**config.mk**
```make
export PLATFORM = sky130hd
export DESIGN_NAME = controlador_tx_uart
export DESIGN_NICKNAME = d
export VERILOG_FILES = /design/src/rtl/controlador_tx_uart.sv
export SDC_FILE = /design/constraint.sdc
export NUM_CORES = 1
export LEC_CHECK = 0
export CORE_MARGIN = 2
export CORE_UTILIZATION = 49
export CTS_CLUSTER_SIZE = 20
export DETAILED_ROUTE_END_ITERATION = 12
export GPL_TIMING_DRIVEN = 0
export PLACE_DENSITY = 0.91
export RECOVER_POWER = 100
export SYNTH_ARGS = -nofsm -noshare
export SYNTH_HDL_FRONTEND = slang
export SYNTH_SLANG_ARGS = --single-unit
```
**constraint.sdc**
```tcl
create_clock -name clock -period 2.19 [get_ports clock]
set_input_delay 0.3285 -clock clock [delete_from_list [all_inputs] [get_ports clock]]
set_output_delay 0.3285 -clock clock [all_outputs]
set_load 0.01 [all_outputs]
```
**src/rtl/controlador_tx_uart.sv**
```systemverilog
// Shares one UART transmitter between two requesters (A: sensor responses, B: status/errors).
// Sends two-byte frames with round-robin grant and aborts with a pulse if the transmitter stalls.
module controlador_tx_uart #(
  parameter int CLOKS_POR_BIT  = 5209,
  parameter int TIMEOUT_CICLOS = 65000
) (
  input  logic       clock,
  input  logic       resetN,
  input  logic       reqA,
  input  logic       reqB,
  input  logic [7:0] byte1A,
  input  logic [7:0] byte2A,
  input  logic [7:0] byte1B,
  input  logic [7:0] byte2B,
  output logic       ackA,
  output logic       ackB,
  output logic       txInicio,
  output logic [7:0] txByte1,
  output logic [7:0] txByte2,
  input  logic       txOcupado,
  input  logic       txConcluido,
  output logic       ocupado,
  output logic       erroTimeout
);

  localparam int LARG_CONT = $clog2(TIMEOUT_CICLOS + 1);
  localparam logic [LARG_CONT-1:0] LIMITE    = LARG_CONT'(TIMEOUT_CICLOS);
  localparam logic [LARG_CONT-1:0] LIMITE_M1 = LARG_CONT'(TIMEOUT_CICLOS - 1);

  // A whole byte (start + 8 data + stop) must fit inside the timeout window.
  if (TIMEOUT_CICLOS <= 10 * CLOKS_POR_BIT) begin : gChecaParam
    $error("TIMEOUT_CICLOS must exceed 10*CLOKS_POR_BIT");
  end

  typedef enum logic [2:0] {
    OCIOSO    = 3'd0,
    ENVIA1    = 3'd1,
    ESPERA1   = 3'd2,
    INTERVALO = 3'd3,
    ENVIA2    = 3'd4,
    ESPERA2   = 3'd5,
    GUARDA    = 3'd6,
    CONCLUI   = 3'd7
  } estado_t;

  estado_t              estado_r;
  logic [LARG_CONT-1:0] contTimeout_r;
  logic                 txConcluidoAnt_r;
  logic                 ponteiroB_r;
  logic                 donoB_r;
  logic                 bordaConcluido_s;
  logic                 haPedido_s;
  logic                 concedeB_s;

  assign bordaConcluido_s = txConcluido & ~txConcluidoAnt_r;
  assign haPedido_s       = reqA | reqB;
  // B wins when it is alone, or when both ask and the pointer selects B.
  assign concedeB_s       = reqB & (~reqA | ponteiroB_r);

  // Registered copy of txConcluido for rising-edge detection.
  always_ff @(posedge clock or negedge resetN) begin
    if (!resetN) begin
      txConcluidoAnt_r <= 1'b0;
    end else begin
      txConcluidoAnt_r <= txConcluido;
    end
  end

  // Frame sequencer: grant, two start pulses, done handshakes, ack or timeout abort.
  always_ff @(posedge clock or negedge resetN) begin
    if (!resetN) begin
      estado_r      <= OCIOSO;
      contTimeout_r <= {LARG_CONT{1'b0}};
      ponteiroB_r   <= 1'b0;
      donoB_r       <= 1'b0;
      ackA          <= 1'b0;
      ackB          <= 1'b0;
      txInicio      <= 1'b0;
      txByte1       <= 8'h00;
      txByte2       <= 8'h00;
      ocupado       <= 1'b0;
      erroTimeout   <= 1'b0;
    end else begin
      txInicio    <= 1'b0;
      ackA        <= 1'b0;
      ackB        <= 1'b0;
      erroTimeout <= 1'b0;
      case (estado_r)
        OCIOSO: begin
          if (haPedido_s) begin
            estado_r      <= ENVIA1;
            txInicio      <= 1'b1;
            ocupado       <= 1'b1;
            donoB_r       <= concedeB_s;
            contTimeout_r <= {LARG_CONT{1'b0}};
            txByte1       <= concedeB_s ? byte1B : byte1A;
            txByte2       <= concedeB_s ? byte2B : byte2A;
            if (reqA && reqB) begin
              ponteiroB_r <= ~ponteiroB_r;
            end
          end
        end
        ENVIA1: estado_r <= ESPERA1;
        ESPERA1, ESPERA2: begin
          if (bordaConcluido_s) begin
            estado_r <= (estado_r == ESPERA1) ? INTERVALO : GUARDA;
          end else if (contTimeout_r >= LIMITE_M1) begin
            // Counter lands exactly on the limit and stays there until the next start.
            contTimeout_r <= LIMITE;
            erroTimeout   <= 1'b1;
            ocupado       <= 1'b0;
            estado_r      <= OCIOSO;
          end else begin
            contTimeout_r <= contTimeout_r + 1'b1;
          end
        end
        INTERVALO: begin
          if (!txConcluido && !txOcupado) begin
            estado_r      <= ENVIA2;
            txInicio      <= 1'b1;
            contTimeout_r <= {LARG_CONT{1'b0}};
          end
        end
        ENVIA2: estado_r <= ESPERA2;
        GUARDA: begin
          if (!txConcluido) begin
            estado_r <= CONCLUI;
            ackA     <= ~donoB_r;
            ackB     <= donoB_r;
            ocupado  <= 1'b0;
          end
        end
        CONCLUI: estado_r <= OCIOSO;
        default: begin
          estado_r <= OCIOSO;
          ocupado  <= 1'b0;
        end
      endcase
    end
  end

endmodule

```
* Word-level counts from Yosys, hierarchy flattened *
Index checks and enable logic that the tools add are counted.

word-level totals
  flip-flop bits (word level) = 43
  word-level logic and storage cells = 77

cells by class
  $add $sub $neg = 1
  magnitude comparators = 1
  eq/ne operators = 13
  mux-type cells = 29
  bitwise logic cells = 8
  reductions and logical operators = 13

operators by type and width
  operator                                                               number
  16-bit 2-to-1 mux                                                      4
  16-bit one-hot mux with 3 select lines                                 1
  3-bit one-hot mux with 7 select lines                                  1
  3-bit 2-to-1 mux                                                       6
  16-bit by 1-bit adder with 16-bit output, second input constant        1
  16-bit greater-or-equal comparator, second input constant              1
  8-bit 2-to-1 mux                                                       2
  1-bit 2-to-1 mux                                                       13
  3-bit equality test, second input constant                             4
  2-bit inequality test, second input constant                           5
  4-bit AND reduction                                                    2
  3-bit by 2-bit equality test with 1-bit output, second input constant  2
  3-bit nonzero test                                                     2
  5-bit AND reduction                                                    1
  1-bit NOT                                                              4
  3-bit by 1-bit equality test with 1-bit output, second input constant  1
  3-bit logical NOT                                                      1
  3-bit inequality test, second input constant                           1
  1-bit one-hot mux with 3 select lines                                  1
  3-bit AND reduction                                                    1
  1-bit bitwise AND                                                      2
  1-bit logical AND                                                      2
  1-bit logical NOT                                                      2
  1-bit bitwise OR                                                       2
  other kinds (3)                                                        3

* Logic depth before layout (Yosys ltp) *
  depth in word-level cells = 4
  gate-level depth with buffers = 8

* Worst setup path before layout *
Ideal clock, no wire load.

  kind = reg-to-reg
  start = reg contTimeout_r[0]
  end = reg estado_r[0]
  setup time = 0.125 ns
  arrival = 1.673 ns
  data required time = 2.065 ns
  path slack = 0.392 ns
  stages on the path, launching flop included = 7
  cells stage by stage = dfrtp_1 > ha_1 > a211o_1 > and3_1 > o21ai_2 > a22o_4 > mux2_4

between the ends
  longest elaborated chain between the ends = 3

ends and longest elaborated chain
  item                                    RTL line  source
  start, declared                         47        logic [LARG_CONT-1:0] contTimeout_r;
  start signal, assigned                  73        contTimeout_r <= {LARG_CONT{1'b0}};
  start signal, assigned                  95        contTimeout_r <= {LARG_CONT{1'b0}};
  start signal, assigned                  114       contTimeout_r <= contTimeout_r + 1'b1;
  16-bit greater-or-equal comparator      107       end else if (contTimeout_r >= LIMITE_M1) begin
  3-bit inequality test (no source line)  --
  4-bit AND reduction (no source line)    --
  end signal, assigned                    106       estado_r <= (estado_r == ESPERA1) ? INTERVALO : GUARDA;
  end, declared                           46        estado_t estado_r;

Every way passes these cells.
A chain may end at the register's enable or synchronous reset.

* Worst setup path after layout *
  start = reg contTimeout_r[0]
  end = reg contTimeout_r[1]

between the ends
  longest elaborated chain between the ends = 4
  elaborated cells between the ends (all ways) = 5
  classes of those cells = add/sub: 1; order compare: 1; mux: 3

ends and longest elaborated chain
  item                                                                                            RTL line  source
  16-bit by 1-bit adder with 16-bit output or 16-bit greater-or-equal comparator (tied branches)  114, 107
  16-bit 2-to-1 mux (*)                                                                           107
  16-bit 2-to-1 mux (*)                                                                           105       if (bordaConcluido_s) begin
  16-bit one-hot mux with 3 select lines (*)                                                      88        case (estado_r)

Every way passes the cells marked *; elsewhere a longest branch is shown, timed or not. The select of a mux whose other input is x is not followed.

==> impl.org <==
** Pwr
- After layout, the design draws a total of roughly 0.0033 W.
- Static power due to leakage :: about 1.4 nW
- Worst vdd rail ir drop :: 0.618 mV
- Power spread over the standard cell area amounts to 1070 mW/mm^2.

** Die
- Die X-Extent :: 73.3 um
- The die is between 70 and 80 um tall.
- In this run the core area contains 25 standard-cell rows.
- Die area :: between 0.005 and 0.006 mm^2
- I/O pins :: between 50 and 60
- Initial core utilization :: 50.5%
- The floorplan step defined a core boundary enclosing 0.00466 mm^2.

** STA
- Of the available clock period, the critical path in the final layout requires about nine tenths.
- Setup violations remaining at the end of the flow were counted as 0.
- Setup repair after global routing missed its margin :: no
- Setup TNS :: 0 ns
- At the pin with the least slew margin, the transition time is 0.875 ns.
- Across all hold checks on the routed design, the worst slack comes to 0.469 ns.
- The number of pins with negative max-slew slack in the final report was 0.
- The final hold violation count is 0.
- For this run, the top clock speed supported by timing is between 0.5 and 0.6 GHz.
- Minimum clock period :: around 2.0 ns
- Measured against its own limit, the worst slew margin works out to 41.7%.
- The clock arrives with 0.0139 ns of skew.

** Route
- The routed layout has 2144 vias.
- The first detailed-routing pass ran for 4 iterations.
- Dividing the detail-routed via count by the number of cells gives 5.84.
- In the routed design, unresolved DRC markers number 0.
- The first routing iteration left 151 violations.
- In the final routed layout, each cell accounts on average for between 15 and 20 um.
- The routed design has 5.82 mm of wire.
- Number of antenna-violating nets in the routed design :: 0

** Synthesis
- By instance count, the leading cell after synthesis is dfrtp_1.
- Post-synthesis cell type with the largest combined area :: dfrtp_1
- For this run, the leading register cell type out of synthesis is dfrtp_1.
- Ys async rst share :: 100%
- Sequential share of the synthesized area :: 45.7%
- Synth cell count leaders :: dfrtp_1 (43), o21ai_0 (38), nand2_1 (30), mux2i_1 (16), nor2_1 (14)
- Syn avg cell area :: 9.60 um^2
- Ranked by total cell area, the synthesized netlist is headed by dfrtp_1 (46%), o21ai_0 (8.1%), mux2i_1 (6.8%).
- Yosys warns :: 0
- Net count after synthesis :: 284
- Fraction of synthesized cell area taken by the top area cell type :: 45.7%
- Total standard cell area after synthesis :: 0.00235 mm^2
- Post-synthesis cell count :: 245
- In this run, synthesis produced a sequential element count of 43.
- Number of enable-type register cells in the synthesized netlist :: 0
- Count of different cell masters after synthesis :: 50

** Placement
- Placed inst area :: 0.00302 mm^2
- DP HPWL :: 4.26 mm
- Weighted congestion at the end of routability-driven global placement :: between 0.8 and 0.9
- Port Buffer Count :: 58

** Cells and area
- Fill cells in the final layout number 371.
- In the final layout, the multi-input gates occupy 0.00116 mm^2.
- Nets@finish :: ~350
- Antenna diode count :: 0
- Fraction of final layout cells sized beyond drive strength 1 :: 9.27%
- Relative to the synthesized area, the layout overhead comes to 31.6%.
- Summing all flip-flop and latch instances after layout gives ~0.0011 mm^2.
- Final non-filler cell area :: 0.00310 mm^2

** Clock network
- Maximum count of clock buffers along a single path :: 2
- The number of clock buffers added by TritonCTS is 5.
- Gates resized during post-CTS repair numbered 0.
- CTS built an H-tree with a depth of 2.
- TritonCTS sink count :: 43
- The later pin in the worst-skew pair is clocked with a latency of 0.30 ns.
- Register clock-pin slew on the reported worst setup and hold paths :: 0.09 ns
- The number of setup buffers added after CTS is 0.
- Root buffer selected by CTS :: clkbuf_8
- TritonCTS built the clock tree.

** Setup path
- The critical path in this run is classified as flip-flop to flip-flop.
- Data arrival at the endpoint of the critical path :: 2.20 ns
- The worst setup path is captured at a flip-flop.
- Crit path max fanout :: 10
- The most critical setup path has its startpoint at contTimeout_r[0]$_DFFE_PN0P_.
- Critical register-to-register path startpoint :: contTimeout_r[0]$_DFFE_PN0P_
- Required arrival time at the worst endpoint :: 2.41 ns
- The worst setup path is launched from a flip-flop.

** Global route
- Antenna violations before repair :: 0
- Maximum number of pins on one net before global-route repair :: 36
- Wire length of the first global-routing pass :: 9.77 mm
- Global routing finished with a remaining overflow of 0.
- All-Layer GR Usage :: a little under a quarter
- Number of global-route vias before repair :: approximately 2100

** Hold path
- The worst hold path begins at donoB_r$_DFFE_PN0P_.
- Hold Crit Class :: flip-flop to flip-flop

** Status
- The flow ran to the end, and the final reports show no timing, DRC or antenna violations.

** Job
- Number of max-cap violations :: 0
-- flip-flops by register name, summed over array words and instances (netlist names) --
name	flops
ackA	1
txInicio	1
ocupado	1
estado_r	3
txByte1	8
txConcluidoAnt_r	1
ackB	1
erroTimeout	1
ponteiroB_r	1
donoB_r	1
contTimeout_r	16
txByte2	8
-- cells in the final DEF (no fill, tap or decap), types with 2 or more instances in the layout --
| cell type | netlist | routed |
|---|---|---|
| dlygate4sd3_1 | 0 | 23 |
| buf_2 | 3 | 3 |
| a31oi_1 | 5 | 5 |
| nand2_1 | 30 | 30 |
| buf_4 | 3 | 2 |
| nor2_1 | 14 | 14 |
| o31ai_1 | 2 | 2 |
| o21ai_2 | 2 | 2 |
| nand4_1 | 3 | 3 |
| mux2i_1 | 16 | 16 |
| nand2b_1 | 2 | 2 |
| o21ai_0 | 38 | 43 |
| a22oi_1 | 2 | 2 |
| a21oi_1 | 4 | 4 |
| nand3b_1 | 2 | 2 |
| and3_1 | 6 | 6 |
| a21o_1 | 3 | 3 |
| buf_6 | 3 | 3 |
| o21a_1 | 6 | 6 |
| nand3_1 | 12 | 12 |
| clkdlybuf4s50_1 | 0 | 35 |
| o21ai_1 | 8 | 3 |
| clkbuf_8 | 0 | 6 |
| a22o_1 | 2 | 2 |
| clkbuf_1 | 3 | 5 |
| dfrtp_1 | 43 | 43 |
| inv_1 | 6 | 6 |
| mux2_1 | 0 | 2 |
-- critical path: stages (launching register included) --
cell and delay (ns):
dfrtp_1 0.42, ha_1 0.25, a211o_1 0.31, and3_1 0.19, o21ai_2 0.17, buf_6 0.17
buf_6 0.15, nand3b_1 0.08, o21ai_0 0.16
-- stage by stage --
stage	setup slack [ns]	utilization, %	cells
6_report	0.203	66.4	367
5_1_grt	0.0783	66.4	367
4_1_cts	0.234	67.0	367
3_5_place_dp	0.0963	64.7	358
3_3_place_gp	-0.326	64.4	357
2_1_floorplan	0.392	-	245
-- logic make-up after synthesis --
group           share of synthesized area [%]
buf+inv                                  4.47
xor+xnor                                0.372
simple gates                             17.6
mux                                      8.09
flops                                    45.7
compound gates                           23.2
fa+ha+maj                               0.532
-- final timing paths --
path / end / slack, ns / cells after the start
max: contTimeout_r[1]$_DFFE_PN0P_ / 0.20 / 8
min: ackA$_DFF_PN0_ / 0.47 / 1
max reg2reg: contTimeout_r[1]$_DFFE_PN0P_ / 0.20 / 8
min reg2reg: ackA$_DFF_PN0_ / 0.47 / 1
max in group asynchronous: contTimeout_r[11]$_DFFE_PN0P_ / 0.48 / 3
min in group asynchronous: txByte1[3]$_DFFE_PN0P_ / 0.48 / 2
-- final cells by class --
class	count	area share, %
Multi-Input combinational cell	184	37.6
Sequential cell	43	34.7
Timing Repair Buffer	60	19.0
Clock buffer	6	2.67
Buffer	12	2.55
Tap cell	54	2.18
Inverter	6	0.727
Clock inverter	2	0.525
-- routing by layer --
metal  routed length (um)  share of wire [%]  vias to the layer above  track usage [%]
met2                 3060                 53                       55             39.9
met5                    0                  0                        -                0
li1                     -                  -                     1035                -
met1                 2460                 42                     1044             29.5
met3                  187                3.2                       10             4.25
met4                  116                2.0                        0             8.02
-- timing repair --
item	in CTS	in global routing
endpoints found under the setup margin	0	0
endpoints found under the hold margin	8	0
hold buffers	1	0
-- report_power, final --
group	total, W	switching (W)	internal [W]
registers	0.00116	0.000135	0.00102
clock network	0.000539	0.000281	0.000257
logic	0.00161	0.000888	0.000718
total	0.00330	0.00130	0.00200
Power figures use the tool's default switching activity.
